## config.mk

```make
export PLATFORM = sky130hd
export DESIGN_NAME = sp_usb_word_bridge_flat
export DESIGN_NICKNAME = d
export VERILOG_FILES = /design/src/rtl/sp_usb_word_bridge_if.sv /design/src/rtl/sp_usb_word_bridge.sv /design/src/flat_wrapper.sv
export SDC_FILE = /design/constraint.sdc
export NUM_CORES = 1
export LEC_CHECK = 0
export ABC_AREA = 1
export BUFFER_PORTS_ARGS = -buffer_cell sky130_fd_sc_hd__buf_2
export CAP_MARGIN = 10
export CORE_MARGIN = 3
export CORE_UTILIZATION = 45
export DETAILED_ROUTE_END_ITERATION = 10
export PLACE_DENSITY = 0.74
export SLEW_MARGIN = 20
export SYNTH_ARGS = -nofsm -noshare
export SYNTH_HDL_FRONTEND = slang
export SYNTH_SLANG_ARGS = --single-unit
```

## constraint.sdc

```tcl
create_clock -name clk -period 1.62 [get_ports clk]
set_clock_uncertainty 0.05 [all_clocks]
set_input_delay 0.081 -clock clk [delete_from_list [all_inputs] [get_ports clk]]
set_output_delay 0.081 -clock clk [all_outputs]
set_load 0.02 [all_outputs]
```

## src/rtl/sp_usb_word_bridge_if.sv

```systemverilog
// Signal bundle between the USB FIFO synchronizer, the word bridge and the kernel stream fabric.
// The master modport is the bridge's own view; slave is the view of everything around it.
interface sp_usb_word_bridge_if #(
    parameter int WIDTH = 32
);
    logic [7:0]       usb_dout;
    logic             usb_avail;
    logic             usb_read;
    logic [7:0]       usb_din;
    logic             usb_write;
    logic             usb_wr_ready;
    logic [WIDTH-1:0] from_usb_data;
    logic             from_usb_valid;
    logic             from_usb_ready;
    logic [WIDTH-1:0] to_usb_data;
    logic             to_usb_valid;
    logic             to_usb_ready;

    modport master (
        input  usb_dout, usb_avail, usb_wr_ready, from_usb_ready, to_usb_data, to_usb_valid,
        output usb_read, usb_din, usb_write, from_usb_data, from_usb_valid, to_usb_ready
    );

    modport slave (
        output usb_dout, usb_avail, usb_wr_ready, from_usb_ready, to_usb_data, to_usb_valid,
        input  usb_read, usb_din, usb_write, from_usb_data, from_usb_valid, to_usb_ready
    );
endinterface

```

## src/rtl/sp_usb_word_bridge.sv

```systemverilog
// Bridges the 8-bit USB FIFO byte port to WIDTH-bit valid/ready word streams in both directions.
// Byte 0 of a word (bits [7:0]) is always first on the wire.
module sp_usb_word_bridge #(
    parameter int WIDTH = 32
) (
    input  logic                  clk,
    input  logic                  rst,
    sp_usb_word_bridge_if.master  bus
);
    localparam int BYTES = WIDTH / 8;
    localparam int CW    = $clog2(BYTES) + 1;

    logic [CW-1:0]    rx_count_q, rx_count_d;
    logic [WIDTH-1:0] from_usb_data_q, from_usb_data_d;
    logic             from_usb_valid_q, from_usb_valid_d;
    logic             usb_read_q, usb_read_d;
    logic [CW-1:0]    tx_count_q, tx_count_d;
    logic [WIDTH-1:0] tx_data_q, tx_data_d;
    logic             tx_busy_q, tx_busy_d;
    logic [7:0]       usb_din_q, usb_din_d;
    logic             usb_write_q, usb_write_d;
    logic             rx_capture_s;
    logic             tx_accept_s;
    logic             tx_emit_s;

    // Next-state logic for both byte paths; RX packs straight into the output word register.
    always_comb begin
        rx_count_d       = rx_count_q;
        from_usb_data_d  = from_usb_data_q;
        from_usb_valid_d = from_usb_valid_q;
        usb_read_d       = 1'b0;
        tx_count_d       = tx_count_q;
        tx_data_d        = tx_data_q;
        tx_busy_d        = tx_busy_q;
        usb_din_d        = usb_din_q;
        usb_write_d      = 1'b0;

        // usb_read_q blocks a second capture while the synchronizer is still dropping avail.
        rx_capture_s = bus.usb_avail && !usb_read_q && !from_usb_valid_q;
        tx_accept_s  = bus.to_usb_valid && !tx_busy_q;
        tx_emit_s    = tx_busy_q && bus.usb_wr_ready && !usb_write_q;

        if (from_usb_valid_q && bus.from_usb_ready) begin
            from_usb_valid_d = 1'b0;
        end else begin
            from_usb_valid_d = from_usb_valid_q;
        end

        if (rx_capture_s) begin
            for (int k = 0; k < BYTES; k++) begin
                if (rx_count_q == CW'(k)) begin
                    from_usb_data_d[8*k +: 8] = bus.usb_dout;
                end else begin
                    from_usb_data_d[8*k +: 8] = from_usb_data_q[8*k +: 8];
                end
            end
            usb_read_d = 1'b1;
            if (rx_count_q == CW'(BYTES - 1)) begin
                rx_count_d       = {CW{1'b0}};
                from_usb_valid_d = 1'b1;
            end else begin
                rx_count_d = rx_count_q + CW'(1'b1);
            end
        end else begin
            rx_count_d = rx_count_q;
        end

        if (tx_accept_s) begin
            tx_data_d  = bus.to_usb_data;
            tx_busy_d  = 1'b1;
            tx_count_d = {CW{1'b0}};
        end else if (tx_emit_s) begin
            for (int k = 0; k < BYTES; k++) begin
                if (tx_count_q == CW'(k)) begin
                    usb_din_d = tx_data_q[8*k +: 8];
                end else begin
                    usb_din_d = usb_din_d;
                end
            end
            usb_write_d = 1'b1;
            if (tx_count_q == CW'(BYTES - 1)) begin
                tx_busy_d  = 1'b0;
                tx_count_d = {CW{1'b0}};
            end else begin
                tx_count_d = tx_count_q + CW'(1'b1);
            end
        end else begin
            tx_busy_d = tx_busy_q;
        end
    end

    // State registers with synchronous reset; reset discards any partial word in either direction.
    always_ff @(posedge clk) begin
        if (rst) begin
            rx_count_q       <= {CW{1'b0}};
            from_usb_data_q  <= {WIDTH{1'b0}};
            from_usb_valid_q <= 1'b0;
            usb_read_q       <= 1'b0;
            tx_count_q       <= {CW{1'b0}};
            tx_data_q        <= {WIDTH{1'b0}};
            tx_busy_q        <= 1'b0;
            usb_din_q        <= 8'h00;
            usb_write_q      <= 1'b0;
        end else begin
            rx_count_q       <= rx_count_d;
            from_usb_data_q  <= from_usb_data_d;
            from_usb_valid_q <= from_usb_valid_d;
            usb_read_q       <= usb_read_d;
            tx_count_q       <= tx_count_d;
            tx_data_q        <= tx_data_d;
            tx_busy_q        <= tx_busy_d;
            usb_din_q        <= usb_din_d;
            usb_write_q      <= usb_write_d;
        end
    end

    assign bus.usb_read       = usb_read_q;
    assign bus.usb_din        = usb_din_q;
    assign bus.usb_write      = usb_write_q;
    assign bus.from_usb_data  = from_usb_data_q;
    assign bus.from_usb_valid = from_usb_valid_q;
    assign bus.to_usb_ready   = !tx_busy_q;
endmodule

```

## src/flat_wrapper.sv

```systemverilog
// flat-port wrapper written by rule: the top's interface ports become plain ports
module sp_usb_word_bridge_flat 
#(
    parameter int WIDTH = 32
)
  (clk, rst, bus_usb_dout, bus_usb_avail, bus_usb_wr_ready, bus_from_usb_ready, bus_to_usb_data, bus_to_usb_valid, bus_usb_read, bus_usb_din, bus_usb_write, bus_from_usb_data, bus_from_usb_valid, bus_to_usb_ready);
  sp_usb_word_bridge_if #(.WIDTH(WIDTH)) bus_i ();
  input  logic clk;
  input  logic rst;
  input wire logic [$bits(bus_i.usb_dout)-1:0] bus_usb_dout;
  input wire logic [$bits(bus_i.usb_avail)-1:0] bus_usb_avail;
  input wire logic [$bits(bus_i.usb_wr_ready)-1:0] bus_usb_wr_ready;
  input wire logic [$bits(bus_i.from_usb_ready)-1:0] bus_from_usb_ready;
  input wire logic [$bits(bus_i.to_usb_data)-1:0] bus_to_usb_data;
  input wire logic [$bits(bus_i.to_usb_valid)-1:0] bus_to_usb_valid;
  output wire logic [$bits(bus_i.usb_read)-1:0] bus_usb_read;
  output wire logic [$bits(bus_i.usb_din)-1:0] bus_usb_din;
  output wire logic [$bits(bus_i.usb_write)-1:0] bus_usb_write;
  output wire logic [$bits(bus_i.from_usb_data)-1:0] bus_from_usb_data;
  output wire logic [$bits(bus_i.from_usb_valid)-1:0] bus_from_usb_valid;
  output wire logic [$bits(bus_i.to_usb_ready)-1:0] bus_to_usb_ready;
  assign bus_i.usb_dout = bus_usb_dout;
  assign bus_i.usb_avail = bus_usb_avail;
  assign bus_i.usb_wr_ready = bus_usb_wr_ready;
  assign bus_i.from_usb_ready = bus_from_usb_ready;
  assign bus_i.to_usb_data = bus_to_usb_data;
  assign bus_i.to_usb_valid = bus_to_usb_valid;
  assign bus_usb_read = bus_i.usb_read;
  assign bus_usb_din = bus_i.usb_din;
  assign bus_usb_write = bus_i.usb_write;
  assign bus_from_usb_data = bus_i.from_usb_data;
  assign bus_from_usb_valid = bus_i.from_usb_valid;
  assign bus_to_usb_ready = bus_i.to_usb_ready;
  sp_usb_word_bridge #(.WIDTH(WIDTH)) u_core (.clk(clk), .rst(rst), .bus(bus_i));
endmodule
```

### Word-level counts from Yosys, hierarchy flattened

Index checks and enable logic that the tools add are counted.

| operators by class | value |
|---|---|
| $add $sub $neg | 2 |
| equal/unequal tests | 6 |
| multiplexer cells | 14 |
| bitwise logic cells | 1 |
| reduce and logical (&&, ||, !) cells | 22 |

Operators by type and width:

| cell | count |
|---|---|
| two-way mux 8 bit | 4 |
| == test 3 x 2 -> 1 bit (second input constant) | 4 |
| AND reduction 2 bit | 5 |
| two-way mux 1 bit | 8 |
| adder 3 x 1 -> 3 bit (second input constant) | 2 |
| == test 3 x 1 -> 1 bit (second input constant) | 2 |
| logical AND 1 bit | 6 |
| logical NOT 3 bit | 2 |
| two-way mux 3 bit | 2 |
| logical NOT 1 bit | 4 |
| nonzero test 2 bit | 2 |
| nonzero test 4 bit | 1 |
| AND reduction 3 bit | 1 |
| OR reduction 2 bit | 1 |
| inverter 1 bit | 1 |

| storage, ports and cells | value |
|---|---|
| flip-flop bits (word level) | 82 |
| bits of input ports | 46 |
| output and inout port bits | 44 |
| logic and storage cells | 57 |

### Longest topological paths before layout

| depth | value |
|---|---|
| word-level depth | 5 |
| depth in mapped cells | 10 |
| depth with buffers taken out | 8 |

### Least setup slack after synthesis

OpenSTA, ideal clock, no wires.

| timing | value |
|---|---|
| path kind | reg-to-reg |
| from | reg u_core.tx_count_q[0] |
| to | reg u_core.usb_din_q[6] (netlist: u_core.bus.usb_din[6]) |
| setup time | 0.132 ns |
| data arrival time | 1.281 ns |
| required time | 1.438 ns |
| slack | 0.156 ns |
| stages on the path, launching flop included | 11 |
| buffers on the path | 2 |
| clock period less this slack | 1.464 ns |
| cell sequence | dfxtp_1 -> inv_1 -> ha_1 -> buf_4 -> nor2_1 -> nand2_1 -> nand3_4 -> buf_6 -> nor2_1 -> nand2_1 -> a21oi_1 |

| between the ends | value |
|---|---|
| cells in the longest elaborated chain, start to end | 4 |
| elaborated cells on any way between the ends | 9 |
| classes of those cells | eq/ne (3); mux (3); reduce/logical (3) |

Ends and longest elaborated chain:

| element | line | text |
|---|---|---|
| from (decl) | sp_usb_word_bridge.sv:17 | `logic [CW-1:0] tx_count_q, tx_count_d;` |
| from (signal assigned) | sp_usb_word_bridge.sv:99 | `tx_count_q <= {CW{1'b0}};` |
| from (signal assigned) | sp_usb_word_bridge.sv:109 | `tx_count_q <= tx_count_d;` |
| == test 3 x 1 -> 1 bit | sp_usb_word_bridge.sv:74 | `if (tx_count_q == CW'(k)) begin` |
| two-way mux 8 bit (3 in a row) | sp_usb_word_bridge.sv:74 |  |
| to (signal assigned) | sp_usb_word_bridge.sv:112 | `usb_din_q <= usb_din_d;` |
| to (decl) | sp_usb_word_bridge.sv:20 | `logic [7:0] usb_din_q, usb_din_d;` |

Parallel ways exist; a longest one is shown, timed or not.
A chain may end at the register's enable or synchronous reset.

### Final worst setup path

| timing | value |
|---|---|
| from | reg u_core.tx_count_q[0] |
| to | reg u_core.usb_din_q[3] (netlist: u_core.bus.usb_din[3]) |

Same word-level chain as after synthesis.

==> summary.md <==
| Metric | Value |
|---|---|
| Synth Area in Compound Gates | `0.1453` |
| PwrDens | `940.9 nW/um2` |
| Min cycle time layout | `1.431 ns` |
| Flop-to-flop setup slack | `0.19 ns` |
| Crit path max-delay family | `simple AND/OR/NAND/NOR gates` |
| LEAKAGE | `0.002190 uW` |
| Post-Synth Adder-Cell Area | `0.02965` |
| Pre-CTS WS | `0.1333 ns` |
| DP HPWL | `6.234 mm` |
| FF+latch count, synth | `82` |
| Cell at the root of the clock tree | `clkbuf_8` |
| Syn_area_per_cell | `7.403 um2` |
| Num ports | `90` |
| Crit-path max FO | `8` |
| Number of max-cap violations | `0` |
| Worst path most repeated cell | `nand2_1` |
| Max stage delay on crit path | `0.40 ns` |
| Via count | `3399` |
| Sum of negative setup slack | `0 ns` |
| Final Non-Filler Cells | `686` |
| WS Path Type | `reg -> reg` |
| Main combinational cell family by area after synthesis | `simple AND/OR/NAND/NOR gates` |
| Layout area overhead | `34.21%` |
| Initial DRC Count | `204` |
| Worst endpoint required time | `1.84 ns` |
| Startpoint Class | `register` |
| R2R depth | `7` |
| Skew-Pair Late Insertion Delay | `0.34 ns` |
| Share of layout cells above drive strength 1 | `0.2220` |
| Fin area | `4531 um2` |
| CTS HTree Levels | `3` |
| RSZ-0062 raised after global routing | `false` |
| Gr usage total | `0.2194` |
| Clock-pin slew on the worst setup and hold paths | `0.08 ns` |
| Crit. End Element | `register` |
| TritonRoute pass-1 iters | `5` |
| Setup bufs post-CTS | `0` |
| WL/cell | `13.52 um` |
| Worst r2r src | `u_core.tx_count_q[0]` |
| Post-DP Area | `3915 um2` |
| Ys Warns | `0` |
| Starting Density | `0.4809` |
| Status | `completed` |
| Worst hold path startpoint | `bus_to_usb_data[3]` |
| DR DRC count | `0` |
| Routed Antenna Nets | `0` |
| # port buffers | `89` |
| Seq/Total Area, Yosys | `0.4863` |
| Crit share post-route | `0.8832` |
| Sw power | `1156 uW` |
| Synthesized area | `3376 um2` |
| Clock share of power | `0.330` |
| Worst Hold Depth | `3` |
| Switching share of power | `0.2712` |
| Initial antenna violation count | `0` |
| Syn_nets | `510` |
| Post-synthesis mux area share | `0` |
| Seq pwr share | `0.516` |
| Post-route setup slack | `0.1892 ns` |
| VDD IR-drop max | `0.6042 mV` |
| Slew margin rel. | `0.6669` |
| Netlist cell types | `20` |
| Diode count | `0` |
| Die X | `92.61 um` |
| Bufs on Longest Clock Path | `2` |
| Die H | `92.61 um` |
| Gr ovfl total | `0` |
| Simple-gate area share of the yosys netlist | `0.2595` |
| Worst reg2reg path endpoint | `u_core.bus.usb_din[3]` |
| Worst Hold End | `u_core.tx_data_q[3]` |
| Slew Viols, Final | `0` |
| Dpl cells | `630` |
| Hold WS | `0.01105 ns` |
| Logic pwr share | `0.154` |
| Global-route wire length before repair | `14.95 mm` |
| Sink Count | `82` |
| Largest net degree at the start of global routing | `51` |
| CP max-delay cell | `dfxtp_1` |
| TritonCTS clock tree | `yes` |
| Worst path arrival time | `1.65 ns` |
| Final RePlAce weighted congestion | `0.8430` |
| Final Hold Viols | `0` |
| Syn Inst Count | `456` |
| Bufs and invs on worst path | `1` |
| Nets | `640` |
| Most common cell after layout, fill and taps aside | `nor2_1` |
| Vias in the first global route | `3236` |
| Core area | `7019 um2` |
| Xor and xnor area share after synthesis | `0` |
| # fillers | `614` |
| Die area | `8577 um2` |
| HP Class | `in -> reg` |
| Avg Vias per Cell | `4.955` |
| Worst path cell trace | `inv_2 -> ha_1 -> nor2_1 -> nand2_1 -> nand3_2 -> nand2_1 -> a21oi_1` |
| Int Pwr | `3107 uW` |
| Most frequent cells in the layout | `nor2_1, buf_2, dfxtp_1, o21ai_0, nand2_1` |
| Clock buffers created by TritonCTS | `9` |
| Number of cell rows | `30` |
| F_max | `698.9 MHz` |
| # setup viols final | `0` |
| Slew @ Worst Pin | `0.4991 ns` |
| Post-Route WL | `9.272 mm` |
==> worst max-delay path by stage <==
stage	slack, ns	end	start	cells past startpoint
after global placement	0.20	u_core.bus.usb_din[0]	u_core.tx_count_q[0]	8
after detailed placement	0.13	u_core.bus.usb_din[5]	u_core.tx_count_q[0]	8
after floorplan	0.16	u_core.bus.usb_din[6]	u_core.tx_count_q[0]	10
after CTS	0.11	u_core.bus.usb_din[5]	u_core.tx_count_q[0]	8
after global routing	0.02	u_core.bus.usb_din[7]	u_core.tx_count_q[0]	7
final	0.19	u_core.bus.usb_din[3]	u_core.tx_count_q[0]	7
==> metal layers <==
metal  track usage  vias up  share of wire
met5             0        -              0
met4       0.09402        0          0.033
met3       0.06093       25          0.066
met2        0.3770      120           0.49
met1        0.2555     1546           0.42
li1              -     1708              -
==> cell usage after synthesis (all sizes together) <==
master / count / area (um2)
a211oi: 2 / 15.01
a21oi: 27 / 135.1
buf: 9 / 63.80
clkbuf: 11 / 42.54
dfxtp: 82 / 1642
ha: 8 / 100.1
inv: 43 / 161.4
nand2: 54 / 202.7
nand3: 29 / 157.7
nor2: 123 / 499.2
nor3: 1 / 16.27
o21ai: 65 / 325.3
o31ai: 2 / 15.01
==> final cells by class <==
cell class                 count  area, um2  area share
clock buffer                  10      127.6     0.02817
clock inverter                 5      56.30     0.01243
inverter                      43      161.4     0.03563
multi-input combinational    312       1496      0.3303
sequential                    82       1643      0.3626
tap                           96      120.1     0.02651
timing repair buffer         138      925.9      0.2044
==> stage by stage <==
stage	utilization	power (uW)
after floorplan	-	2598
after global placement	0.5578	2799
after detailed placement	0.5578	2813
after CTS	0.6410	4275
after global routing	0.6455	4469
final	0.6455	4263
==> flip-flops by register name, indices dropped and copies added (netlist names) <==
register / count
u_core.bus.from_usb_data: 32
u_core.bus.usb_write: 1
u_core.tx_count_q: 3
u_core.bus.usb_read: 1
u_core.tx_data_q: 32
u_core.rx_count_q: 3
u_core.bus.from_usb_valid: 1
u_core.tx_busy_q: 1
u_core.bus.usb_din: 8
==> power groups by stage <==
| stage | clock network (uW) | logic (uW) | registers, uW |
|---|---|---|---|
| floorplan | 0 | 300 | 2300 |
| global placement | 0 | 556 | 2240 |
| detailed placement | 0 | 569 | 2240 |
| CTS | 1430 | 644 | 2200 |
| global route | 1520 | 730 | 2220 |
| finish | 1410 | 655 | 2200 |
==> cells by family (layout without fill, tap and decap cells) <==
group / count (synthesis) / after routing
buffers and inverters: 63 / 196
AO/OA/AOI/OAI: 96 / 96
AND/OR/NAND/NOR: 207 / 208
flip-flops: 82 / 82
adder cells (fa/ha/maj): 8 / 8
==> repair_timing <==
action                     CTS  global route
hold endpoints to repair    61             0
gates resized for setup      0             7
setup endpoints to repair    0             8
hold buffers                40             0
==> worst reg2reg max path, delay by kind of cell (launching register included) <==
kind,cells,cell delay (ns)
simple gates,4,0.48
flops,1,0.40
fa+ha+maj,1,0.21
compound gates,1,0.14
buf+inv,1,0.09
Power figures use the tool's default switching activity.
